==> config.mk <==
export PLATFORM = sky130hd
export DESIGN_NAME = if_fetch
export DESIGN_NICKNAME = d
export VERILOG_FILES = /design/src/rtl/if_fetch.sv
export SDC_FILE = /design/constraint.sdc
export NUM_CORES = 1
export LEC_CHECK = 0
export CORE_UTILIZATION = 30
export CTS_BUF_LIST = sky130_fd_sc_hd__clkbuf_8
export DETAILED_ROUTE_END_ITERATION = 12
export DONT_BUFFER_PORTS = 1
export PLACE_DENSITY = 0.41
export SKIP_CTS_REPAIR_TIMING = 1
export SLEW_MARGIN = 10
export SYNTH_ARGS = -nofsm -noshare
export SYNTH_HDL_FRONTEND = slang
export SYNTH_SLANG_ARGS = --single-unit
==> constraint.sdc <==
create_clock -name clk -period 3.1 [get_ports clk]
set_input_delay 0.93 -clock clk [delete_from_list [all_inputs] [get_ports clk]]
set_output_delay 0.93 -clock clk [all_outputs]
set_load 0.03 [all_outputs]
==> src/rtl/if_fetch.sv <==
`default_nettype none
// ============================================================================
// Module   : if_fetch
// Purpose  : Instruction-fetch stage feeding IF/ID; single-outstanding memory
//            requests with stall hold, redirect and bubble insertion.
// Revision : 1.0 - initial release
// ============================================================================
module if_fetch #(
    parameter logic [31:0] RESET_PC = 32'h0000_0000,
    parameter logic [31:0] NOP_INST = 32'h0000_0013
) (
    input  logic        clk,
    input  logic        rst,
    input  logic        i_stall,
    input  logic        i_redirect,
    input  logic [31:0] i_redirect_pc,
    output logic        o_imem_req,
    output logic [31:0] o_imem_addr,
    input  logic        i_imem_ack,
    input  logic [31:0] i_imem_rdata,
    output logic [31:0] o_pc,
    output logic [31:0] o_inst,
    output logic        o_valid
);

    localparam logic [1:0] c_IDLE = 2'd0;
    localparam logic [1:0] c_REQ  = 2'd1;
    localparam logic [1:0] c_HOLD = 2'd2;
    localparam logic [1:0] c_DROP = 2'd3;

    logic [1:0]  r_state_q,      w_state_d;
    logic [31:0] r_pc_q,         w_pc_d;
    logic [31:0] r_drop_addr_q,  w_drop_addr_d;
    logic [31:0] r_out_pc_q,     w_out_pc_d;
    logic [31:0] r_out_inst_q,   w_out_inst_d;
    logic        r_out_valid_q,  w_out_valid_d;
    logic [31:0] r_skid_pc_q,    w_skid_pc_d;
    logic [31:0] r_skid_inst_q,  w_skid_inst_d;
    logic        r_skid_valid_q, w_skid_valid_d;

    always_comb begin
        w_state_d      = r_state_q;
        w_pc_d         = r_pc_q;
        w_drop_addr_d  = r_drop_addr_q;
        w_out_pc_d     = r_out_pc_q;
        w_out_inst_d   = r_out_inst_q;
        w_out_valid_d  = r_out_valid_q;
        w_skid_pc_d    = r_skid_pc_q;
        w_skid_inst_d  = r_skid_inst_q;
        w_skid_valid_d = r_skid_valid_q;

        case (r_state_q)
            c_IDLE: w_state_d = c_REQ;
            c_REQ: begin
                if (i_imem_ack && !i_stall) begin
                    w_out_pc_d    = r_pc_q;
                    w_out_inst_d  = i_imem_rdata;
                    w_out_valid_d = 1'b1;
                    w_pc_d        = r_pc_q + 32'd4;
                end else if (!i_imem_ack && !i_stall) begin
                    w_out_valid_d = 1'b0;
                    w_out_inst_d  = NOP_INST;
                end else if (i_imem_ack && i_stall) begin
                    // Downstream is frozen: park the returned word until release.
                    w_skid_pc_d    = r_pc_q;
                    w_skid_inst_d  = i_imem_rdata;
                    w_skid_valid_d = 1'b1;
                    w_pc_d         = r_pc_q + 32'd4;
                    w_state_d      = c_HOLD;
                end
            end
            c_HOLD: begin
                if (!i_stall) begin
                    w_out_pc_d     = r_skid_pc_q;
                    w_out_inst_d   = r_skid_inst_q;
                    w_out_valid_d  = r_skid_valid_q;
                    w_skid_valid_d = 1'b0;
                    w_state_d      = c_REQ;
                end
            end
            c_DROP: begin
                if (i_imem_ack) begin
                    w_state_d = c_REQ;
                end
            end
            default: w_state_d = c_IDLE;
        endcase

        // Redirect outranks stall; an unacked request must still complete at its old address.
        if (i_redirect) begin
            w_pc_d         = {i_redirect_pc[31:2], 2'b00};
            w_out_valid_d  = 1'b0;
            w_out_inst_d   = NOP_INST;
            w_skid_valid_d = 1'b0;
            if (r_state_q == c_REQ) begin
                w_drop_addr_d = r_pc_q;
            end
            if (((r_state_q == c_REQ) || (r_state_q == c_DROP)) && !i_imem_ack) begin
                w_state_d = c_DROP;
            end else begin
                w_state_d = c_REQ;
            end
        end
    end

    always_ff @(posedge clk) begin
        if (rst) begin
            r_state_q      <= c_IDLE;
            r_pc_q         <= RESET_PC;
            r_drop_addr_q  <= 32'd0;
            r_out_pc_q     <= 32'd0;
            r_out_inst_q   <= NOP_INST;
            r_out_valid_q  <= 1'b0;
            r_skid_pc_q    <= 32'd0;
            r_skid_inst_q  <= NOP_INST;
            r_skid_valid_q <= 1'b0;
        end else begin
            r_state_q      <= w_state_d;
            r_pc_q         <= w_pc_d;
            r_drop_addr_q  <= w_drop_addr_d;
            r_out_pc_q     <= w_out_pc_d;
            r_out_inst_q   <= w_out_inst_d;
            r_out_valid_q  <= w_out_valid_d;
            r_skid_pc_q    <= w_skid_pc_d;
            r_skid_inst_q  <= w_skid_inst_d;
            r_skid_valid_q <= w_skid_valid_d;
        end
    end

    assign o_imem_req  = (r_state_q == c_REQ) || (r_state_q == c_DROP);
    assign o_imem_addr = (r_state_q == c_DROP) ? r_drop_addr_q : r_pc_q;
    assign o_pc        = r_out_pc_q;
    assign o_inst      = r_out_inst_q;
    assign o_valid     = r_out_valid_q;

endmodule
`default_nettype wire
==> summary by stage <==
Status
The run finished with clean final reports.

Logic synthesis
The number of warnings issued by yosys is 0. The post-synthesis sequential element count is between 150 and 200. By area, the combinational part of the netlist is dominated by simple AND/OR/NAND/NOR gates.

The count of unique library cells instantiated by Yosys is 55. By instance count, the leading cell after synthesis is sky130_fd_sc_hd__nand2_1. The multiplexer fraction of the synthesized cell area is 4.13%.

By area the synthesized netlist is led by sky130_fd_sc_hd__dfxtp_1 46%, sky130_fd_sc_hd__nand2_1 12%, sky130_fd_sc_hd__a21oi_1 5.9%. A synthesized cell averages 7.95 um2. The synthesized netlist devotes 0.153% of its cell area to adder and majority cells. Of the total synthesized cell area, the portion taken by AND, OR, NAND and NOR gates is 25.3%. After synthesis, the largest area contributor takes up roughly 46% of total cell area. The share of flip-flops with an asynchronous set or reset after synthesis is 0%.

Sequential elements use 46.0% of the synthesized area. The post-synthesis cell count is 1,029. The synthesized netlist devotes 17.9% of its cell area to compound gates. The number of enable flip-flop cells after synthesis is 0. In this run the cell area of the synthesized design comes to 8180 um2. The most used flip-flop cell after synthesis is sky130_fd_sc_hd__dfxtp_1. The fraction of synthesized cell area in xor and xnor cells is 0.749%.

The largest total area in the synthesized netlist belongs to sky130_fd_sc_hd__dfxtp_1. After synthesis, the most frequently instantiated cells are 266 x sky130_fd_sc_hd__nand2_1, 188 x sky130_fd_sc_hd__dfxtp_1, 96 x sky130_fd_sc_hd__a21oi_1.

Detailed routing
The number of design-rule violations left by the first detailed-router iteration is 434. In the final routed layout, each cell accounts on average for between 15 and 20 um. The total detailed-routing wirelength is 25.9 mm. The remaining design rule violation count is 0. In the routed layout, each cell is associated on average with a via count of 5.18. The count of nets left with antenna violations after detail routing is 0. Across all layers, the routed design uses around 7,000 vias. The number of iterations in the first detailed-routing pass is 7.

Global route
The initial antenna violation count came to 0. The total global routing track utilization is about a fifth. The pin count of the biggest net entering global routing is 151. Summed over all layers, the global routing overflow is 0.

The first global-routing pass estimated 40.4 mm of wire. The via count of the first global-routing pass is 6,552.

Worst setup path
STA puts the critical path data required time at 2170 ps. In this run the worst path has a maximum fanout of 20. For the worst setup path, the data arrival time is around 1900 ps.

The nature of the critical path startpoint is a register. The critical path in this run is classified as reg2out. The worst setup path is captured at an output pin.

Clock tree
TritonCTS built the clock tree. The CTS root buffer is sky130_fd_sc_hd__clkbuf_8. The tree built by TritonCTS fans out to 188 sinks. In this run the deepest clock path goes through 2 buffers. Clock-pin slew was measured on the worst setup and hold paths at 110 ps.

The number of buffers created by CTS is 17. The level count of the clock H-tree is 4. The worst-skew pair later-pin latency is between 400 and 500 ps.

Floorplan
The number of primary I/O pins is approximately 170. The height of the die is 167 um. In this run the standard cell core region covers ~27,000 um2. The initial core utilization is 30.5%. The floorplan die width is about 170 um.

The floorplan step defined a die boundary enclosing 27,900 um2. Row generation in the floorplan step produced 60 rows.

Finish
The filler cells instantiated in the layout total 2,860. The repair_antennas step left the layout with diodes totalling 0. The layout net count is ~1,100. The area added between synthesis and finish is 9.80%.

The count of cells in the finished layout, fillers not included, comes to around 1,300. In the final layout, the share of cells above drive strength 1 is between 10% and 20%. The final core area utilization is 33.4%. The finished cells cover 8990 um2.

Pwr
The overall power of the completed layout is 4.95 mW. Across the VDD grid, the largest voltage drop is 0.241 mV. For this design the ratio of total power to cell area is between 500 and 600 nW/um2. Summed over all cells, the static leakage comes to 2.99 nW.

Timing
The total count of hold-check failures in the final report is 0. The final number of setup-violating endpoints is 0. Setup repair after global routing left no endpoint under its margin.

The worst slew margin relative to its limit is 54.2%. The maximum clock frequency is 359 MHz. In the post-route analysis, the smallest setup slack over all paths is 313 ps. The worst clock skew on the final layout is 16.6 ps. For the pin with the worst max-slew slack, the measured transition is 687 ps. The routed design could run at a clock period as short as 2790 ps. The final-layout setup total negative slack is 0 ps. Hold is met by 454 ps. The count of pins over their slew limit is 0. Of the available clock period, the critical path in the final layout requires 89.9%.

Place
Before CTS, the worst setup slack after placement is ~560 ps. The number of placed instances, taps included is 1,310. Routability-driven placement finished with a final weighted congestion of 0.720. The detailed-placement wirelength estimate is 16.4 mm. The count of buffers inserted at the top-level ports is 0. Summing all placed instances gives a cell area of 8600 um2.

Job
Across the run, the number of max-cap violations was 0.

Hold path
The class of the tightest hold or removal check is reg2reg.
[final timing paths]
check	from	end	slack [ps]	cells after the start
min reg2reg	r_drop_addr_q[24]	r_drop_addr_q[24]	450	2
min	r_drop_addr_q[24]	r_drop_addr_q[24]	450	2
max reg2reg	r_pc_q[7]	r_pc_q[23]	750	4
max	r_state_q[0]	o_imem_addr[12]	310	3
[layout make-up]
type                    instances  area, um2  share of cell area [%]
repair buffers                 40        363                    4.04
well taps                     341        427                    4.75
flip-flops and latches        188       3760                    41.9
clock buffers                  17        234                    2.60
multi-input cells             732       4010                    44.6
inverters                       9       33.8                   0.376
clock inverters                15        154                    1.71
[worst max-delay path: stages, from the launching register on]
cell	delay (ps)
sky130_fd_sc_hd__dfxtp_1	420
sky130_fd_sc_hd__nand2_1	150
sky130_fd_sc_hd__buf_4	330
sky130_fd_sc_hd__mux2_2	480
[power breakdown]
| group | leakage [nW] | switching, mW | internal (mW) |
|---|---|---|---|
| sequential | 1.53 | 0.190 | 2.52 |
| clock | 0.199 | 1.02 | 0.668 |
| combinational | 1.26 | 0.356 | 0.193 |
[sequential cells by signal, indices dropped and copies added (netlist names), 2 cells and up]
name           count
r_drop_addr_q     30
r_skid_inst_q     32
r_state_q          2
r_skid_pc_q       30
r_pc_q            30
o_pc              30
o_inst            32
[metal layers]
layer  share of wire (%)  vias to the layer above  GRT usage (%)
met5                   0                        -              0
met4                 1.1                        0           5.23
met3                 5.2                       15           3.99
met2                  46                      150           29.9
met1                  48                     3299           25.2
li1                    -                     3492              -
[layout by cell type (no fill, tap or decap), drive strengths merged, types with 8 or more instances in the layout]
master,netlist,layout
nand2,266,266
dfxtp,188,188
a21oi,96,96
nor2,90,90
a311oi,43,43
buf,22,40
nor3,35,35
mux2,30,30
a221oi,29,29
clkbuf,81,17
nand3,15,15
inv,9,15
o21ai,12,12
nor4,11,11
nand4,9,9
or4,9,9
o31ai,8,8
or3,8,8
a211oi,8,8
[cells by family (layout without fill, tap and decap cells)]
group / count (synthesis) / count (layout)
simple gates: 472 / 472
compound gates: 218 / 218
flops: 188 / 188
buf+inv: 112 / 81
mux: 30 / 30
xor+xnor: 7 / 7
fa+ha+maj: 1 / 1
other cells: 1 / 4
No activity file was read; power rests on OpenSTA's default activity.
